**config.mk**
```make
export PLATFORM = sky130hd
export DESIGN_NAME = booth_mul_dp_flat
export DESIGN_NICKNAME = d
export VERILOG_FILES = /design/src/rtl/booth_mul_dp_pkg.sv /design/src/rtl/booth_mul_dp_if.sv /design/src/rtl/booth_mul_dp_addsub.sv /design/src/rtl/booth_mul_dp.sv /design/src/flat_wrapper.sv
export SDC_FILE = /design/constraint.sdc
export NUM_CORES = 1
export LEC_CHECK = 0
export ABC_AREA = 1
export CAP_MARGIN = 20
export CELL_PAD_IN_SITES_DETAIL_PLACEMENT = 0
export CELL_PAD_IN_SITES_GLOBAL_PLACEMENT = 1
export CORE_UTILIZATION = 39
export DETAILED_ROUTE_END_ITERATION = 6
export PLACE_DENSITY = 0.94
export SKIP_CTS_REPAIR_TIMING = 1
export SLEW_MARGIN = 20
export SYNTH_ARGS = -nofsm -noshare
export SYNTH_HDL_FRONTEND = slang
export SYNTH_SLANG_ARGS = --single-unit
```
**constraint.sdc**
```tcl
create_clock -name clk -period 4.6 [get_ports clk]
set_clock_uncertainty 0.15 [all_clocks]
set_input_delay 0.92 -clock clk [delete_from_list [all_inputs] [get_ports clk]]
set_output_delay 0.92 -clock clk [all_outputs]
set_load 0.05 [all_outputs]
```
**src/rtl/booth_mul_dp_pkg.sv**
```systemverilog
// Shared constants for the radix-2 Booth multiplier: control-vector and status-vector bit positions.
// Imported by the datapath, its interface and the control unit.
package booth_mul_pkg;

  localparam int CTL_W = 10;
  localparam int ST_W  = 2;

  localparam int CTL_LD_A     = 9;
  localparam int CTL_LD_B     = 8;
  localparam int CTL_LD_CONT  = 7;
  localparam int CTL_SET_EF   = 6;
  localparam int CTL_RST_X    = 5;
  localparam int CTL_RST_EF   = 4;
  localparam int CTL_SUB_X    = 3;
  localparam int CTL_SUB_CONT = 2;
  localparam int CTL_ADD_X    = 1;
  localparam int CTL_SHIFT_XB = 0;

  localparam int ST_B0  = 1;
  localparam int ST_FIN = 0;

  typedef logic [CTL_W-1:0] ctl_t;
  typedef logic [ST_W-1:0]  st_t;

endpackage

```
**src/rtl/booth_mul_dp_if.sv**
```systemverilog
// Bus between the Booth multiplier datapath and its control unit / product consumer.
// master = control unit side, slave = datapath side.
interface booth_mul_dp_if #(
  parameter int WIDTH = 8
);

  logic [WIDTH-1:0]           a_in;
  logic [WIDTH-1:0]           b_in;
  booth_mul_pkg::ctl_t        control;
  booth_mul_pkg::st_t         status;
  logic [2*WIDTH-1:0]         product;
  logic                       done;

  modport master (
    output a_in,
    output b_in,
    output control,
    input  status,
    input  product,
    input  done
  );

  modport slave (
    input  a_in,
    input  b_in,
    input  control,
    output status,
    output product,
    output done
  );

endinterface

```
**src/rtl/booth_mul_dp_addsub.sv**
```systemverilog
// Combinational (WIDTH+1)-bit two's-complement adder/subtractor used for the Booth accumulator.
module booth_addsub #(
  parameter int WIDTH = 8
) (
  input  logic signed [WIDTH:0] a,
  input  logic signed [WIDTH:0] b,
  input  logic                  sub,
  output logic signed [WIDTH:0] y
);

  assign y = sub ? (a - b) : (a + b);

endmodule

```
**src/rtl/booth_mul_dp.sv**
```systemverilog
// Radix-2 Booth signed multiplier datapath, slaved to the 10-bit control vector.
// Optional macro BOOTH_MUL_DP_CHK_EN adds a sticky ctl_err output flagging illegal control combinations.
module booth_mul_dp
  import booth_mul_pkg::*;
#(
  parameter  int WIDTH = 8,
  localparam int CW    = $clog2(WIDTH+1)
) (
  input  logic           clk,
  input  logic           rstn,
  booth_mul_dp_if.slave  bus
`ifdef BOOTH_MUL_DP_CHK_EN
  ,
  output logic           ctl_err
`endif
);

  ctl_t                    ctl;
  logic signed [WIDTH-1:0] a_q;
  logic        [WIDTH-1:0] b_q;
  logic signed [WIDTH:0]   x_q;
  logic        [CW-1:0]    cnt_q;
  logic                    ef_q;

  logic signed [WIDTH:0]   a_ext;
  logic signed [WIDTH:0]   x_sum;
  logic signed [WIDTH:0]   x_arith;
  logic signed [WIDTH:0]   x_shift;
  logic                    arith_en;
  logic                    fin;

  assign ctl = bus.control;

  // A is widened by one bit so that subtracting the most-negative multiplicand cannot overflow X.
  assign a_ext = {a_q[WIDTH-1], a_q};

  booth_addsub #(
    .WIDTH (WIDTH)
  ) u_addsub (
    .a   (x_q),
    .b   (a_ext),
    .sub (ctl[CTL_SUB_X]),
    .y   (x_sum)
  );

  // Simultaneous ADD and SUB cancel out: X holds instead of taking either result.
  assign arith_en = ctl[CTL_ADD_X] ^ ctl[CTL_SUB_X];
  assign x_arith  = arith_en ? x_sum : x_q;
  assign x_shift  = {x_arith[WIDTH], x_arith[WIDTH:1]};
  assign fin      = (cnt_q == '0);

  always_ff @(posedge clk or negedge rstn) begin
    if (!rstn) begin
      a_q <= '0;
    end else if (ctl[CTL_LD_A]) begin
      a_q <= bus.a_in;
    end
  end

  // The bit shifted out of X into B comes from the same-cycle add/sub result.
  always_ff @(posedge clk or negedge rstn) begin
    if (!rstn) begin
      b_q <= '0;
    end else if (ctl[CTL_LD_B]) begin
      b_q <= bus.b_in;
    end else if (ctl[CTL_SHIFT_XB]) begin
      b_q <= {x_arith[0], b_q[WIDTH-1:1]};
    end
  end

  always_ff @(posedge clk or negedge rstn) begin
    if (!rstn) begin
      x_q <= '0;
    end else if (ctl[CTL_RST_X]) begin
      x_q <= '0;
    end else if (ctl[CTL_SHIFT_XB]) begin
      x_q <= x_shift;
    end else begin
      x_q <= x_arith;
    end
  end

  always_ff @(posedge clk or negedge rstn) begin
    if (!rstn) begin
      cnt_q <= '0;
    end else if (ctl[CTL_LD_CONT]) begin
      cnt_q <= CW'(WIDTH);
    end else if (ctl[CTL_SUB_CONT] && !fin) begin
      cnt_q <= cnt_q - CW'(1);
    end
  end

  always_ff @(posedge clk or negedge rstn) begin
    if (!rstn) begin
      ef_q <= 1'b0;
    end else if (ctl[CTL_SET_EF]) begin
      ef_q <= 1'b1;
    end else if (ctl[CTL_RST_EF]) begin
      ef_q <= 1'b0;
    end
  end

`ifdef BOOTH_MUL_DP_CHK_EN
  logic err_set;

  // A new violation in the same cycle as RST_EF keeps the flag raised.
  assign err_set = (ctl[CTL_ADD_X] & ctl[CTL_SUB_X])
                 | (ctl[CTL_SHIFT_XB] & fin)
                 | ((ctl[CTL_ADD_X] | ctl[CTL_SUB_X]) & ctl[CTL_LD_A]);

  always_ff @(posedge clk or negedge rstn) begin
    if (!rstn) begin
      ctl_err <= 1'b0;
    end else if (err_set) begin
      ctl_err <= 1'b1;
    end else if (ctl[CTL_RST_EF]) begin
      ctl_err <= 1'b0;
    end
  end
`endif

  assign bus.status[ST_B0]  = b_q[0];
  assign bus.status[ST_FIN] = fin;
  assign bus.product        = {x_q[WIDTH-1:0], b_q};
  assign bus.done           = ef_q;

endmodule
```
**src/flat_wrapper.sv**
```systemverilog
// flat-port wrapper written by rule: the top's interface ports become plain ports
module booth_mul_dp_flat import booth_mul_pkg::*;
#(
  parameter  int WIDTH = 8,
  localparam int CW    = $clog2(WIDTH+1)
)
  (clk, rstn, bus_a_in, bus_b_in, bus_control, bus_status, bus_product, bus_done);
  booth_mul_dp_if #(.WIDTH(WIDTH)) bus_i ();
  input  logic clk;
  input  logic rstn;
  input wire logic [$bits(bus_i.a_in)-1:0] bus_a_in;
  input wire logic [$bits(bus_i.b_in)-1:0] bus_b_in;
  input wire logic [$bits(bus_i.control)-1:0] bus_control;
  output wire logic [$bits(bus_i.status)-1:0] bus_status;
  output wire logic [$bits(bus_i.product)-1:0] bus_product;
  output wire logic [$bits(bus_i.done)-1:0] bus_done;
  assign bus_i.a_in = bus_a_in;
  assign bus_i.b_in = bus_b_in;
  assign bus_i.control = bus_control;
  assign bus_status = bus_i.status;
  assign bus_product = bus_i.product;
  assign bus_done = bus_i.done;
  booth_mul_dp #(.WIDTH(WIDTH)) u_core (.clk(clk), .rstn(rstn), .bus(bus_i));
endmodule
```
==> results.tsv <==
metric	value	unit
status	complete, no violations	
max_stage_delay	680	ps
ys_seq_elements	30	
cts_root_buf	clkbuf_8	
nNetsFinal	358	
arrival	3300	ps
max_cap_violations	0	
grt_pass1_wl	8.02	mm
synthArstFlopShare	100	%
cts_buffer_depth	2	
critPathLaunchType	input port	
ys_types	33	
clock_sink_count	30	
critical_path.max_fanout	9	
numCtsBuffers	5	
grt_usage	18.9	%
p_per_area	370	nW/um^2
fin_setup_tns	0	ps
ys.flop_type	dfrtp_1	
final_hold_viol_count	0	
netlist_instances	280	
maxSlewViolCount	0	
path_cells	clkdlybuf4s50_1 > inv_1 > nand2_1 > xor2_1 > inv_1 > ha_1 > nand2_1 > nand2_1 > a21oi_1 > nand2_1 > nand3_1 > nand3_1 > nand2_1 > nand3_1 > nand2_1 > inv_1	
power_leakage	1.30	nW
critPathKind	input port to flop	
hp-class	flop to flop	
first_pass_iters	4	
min_period	3260	ps
whs	369	ps
placedCellCount	381	
clock_latency	280	ps
hold_end	u_core.bus.done	
vias	1872	
grt_overflow	0	
drtAntennaViolNets	0	
rows	26	
dieArea	5590	sq um
yosysWarningCount	0	
ir_drop	0.235	mV
fmax	306	MHz
slowest_stage	clkdlybuf4s50_1	
synth-seq-area-share	36.3	%
rsz0062_at_grt	no	
fin_cells	389	
cts_tree	built	
r2r_end	u_core.x_q[7]	
min_period_over_period	71.0	%
worst_pin_slew	660	ps
start_util	40.4	%
rrSetupSlack	1880	ps
maxSlewHeadroom	55.8	%
crit_buf_inv	4	
holdCritStartpoint	u_core.bus.done	
area_delta_synth_final	25.9	%
finalSetupViolCount	0	
syn-num-nets	320	
wl_per_cell	11.5	um
min_path_cells	2	
drive_above_1_share	7.21	%
h-tree-depth	2	
synth_area	2070	sq um
dp_hpwl	3.48	mm
multiInputGateArea	1000	sq um
crit_path_end_kind	flop	
grt_start_max_net_pins	23	
die_h	74.8	um
crit_start	bus_control[3]	
cp.required	4630	ps
diodes	0	
wirelength	4.46	mm
io-pin-count	47	
critPathTopFamily	buffers and inverters	
synth_area_per_cell	7.38	sq um
gp_congestion	0.860	
fillers	501	
synth-edff-count	0	
core	5110	sq um
antenna_found_initial	0	
register_area	751	sq um
die_w	74.8	um
worst_path_most_repeated_cell	nand2_1	
reg2reg_from	u_core.a_q[0]	
initialDrtViolationCount	61	
port_buffers	46	
r2r_cells	19	
drc	0	
grt_pass1_vias	1842	
viasPerCell	4.81	
cts.clk_slew.worst_paths	70	ps
## how the worst max path moves through the flow
stage          slack [ps]  cells past startpoint            end
6_report             1340                     16  u_core.x_q[7]
5_1_grt              1060                     16  u_core.x_q[7]
4_1_cts              1340                     16  u_core.x_q[7]
3_5_place_dp         1040                     16  u_core.x_q[7]
3_3_place_gp         1050                     16  u_core.x_q[7]
2_1_floorplan        1930                     16  u_core.x_q[7]
## metrics by stage
stage | area, sq um | total power [mW] | util (%) | setup WS (ps)
after floorplan | 2070 | 0.641 | - | 1930
after global placement | 2510 | 0.744 | 49.2 | 1050
after detailed placement | 2510 | 0.745 | 49.2 | 1040
after CTS | 2610 | 0.972 | 51.0 | 1340
after global routing | 2600 | 1.04 | 50.9 | 1060
final | 2600 | 0.962 | 50.9 | 1340
## worst register-to-register path, cell delays in order, from the launching register on
cell and delay [ps]:
dfrtp_1 400, inv_1 80, ha_1 160, inv_1 40
nor2_1 190, nand2_1 90, nand2_1 90, xor2_1 140
inv_1 50, ha_1 330, nand2_1 110, inv_1 40
a21oi_1 180, nand2_1 100, nand3_1 100, nand3_1 90
nand2_1 80, nand3_1 80, nand2_1 90, inv_1 30
## flip-flops by register name (all words and copies together), names as in the netlist
register and flops:
u_core.x_q 9, u_core.a_q 8, u_core.b_q 8, u_core.cnt_q 4
u_core.bus.done 1
## metal layers
layer  wire (um)  global-route usage (%)  vias to the layer above  share of wire, %
met4          68                    5.87                        0               1.5
met1        2110                    23.6                      853                47
met3         202                    4.82                        7               4.5
li1            -                       -                      972                 -
met5           0                       0                        -                 0
met2        2080                    32.0                       40                47
## report_power, final
part	switching (mW)	internal (mW)
Clock	0.101	0.121
Combinational	0.259	0.156
Sequential	0.0288	0.296
## cells by family (layout without fill, tap and decap cells)
| logic type | Yosys count | count (layout) | share of synthesized area [%] |
|---|---|---|---|
| buffers and inverters | 70 | 109 | 15.0 |
| multiplexers | 2 | 2 | 1.09 |
| AND/OR/NAND/NOR | 105 | 105 | 22.2 |
| adder cells (fa/ha/maj) | 12 | 12 | 7.63 |
| flip-flops | 30 | 30 | 36.3 |
| AO/OA/AOI/OAI | 53 | 53 | 14.0 |
| XOR/XNOR | 8 | 8 | 3.76 |
## synthesized netlist by cell type (all sizes together), types with 4 or more instances
master / instances / area, sq um
a31oi: 4 / 25.0
xor2: 6 / 52.6
dfrtp: 30 / 751
inv: 53 / 199
ha: 11 / 138
nand4: 5 / 31.3
o21ai: 17 / 88.8
a21oi: 25 / 125
buf: 14 / 98.8
nand2: 57 / 219
nor2: 16 / 60.1
nand3: 21 / 110
## final cells by class
cell class,instances,share of cell area [%]
clock buffer,7,3.32
sequential,30,28.9
tap,70,3.37
timing repair buffer,47,17.8
multi-input combinational,180,38.6
inverter,54,7.84
clock inverter,1,0.192
## placed cells by master (no fill, tap or decap), types with 2 or more instances in the layout
cell              n
a21oi_1          25
a31oi_1           4
clkbuf_8          6
clkdlybuf4s50_1  45
clkinv_2          2
dfrtp_1          30
ha_1             11
inv_1            47
inv_2             6
mux2_2            2
nand2_1          55
nand2_2           2
nand3_1          20
nand3b_1          2
nand4_1           5
nor2_1           16
nor3_1            3
o211ai_1          2
o21ai_0          10
o21ai_1           6
o22ai_1           2
xor2_1            6
No activity file was read; power rests on OpenSTA's default activity.
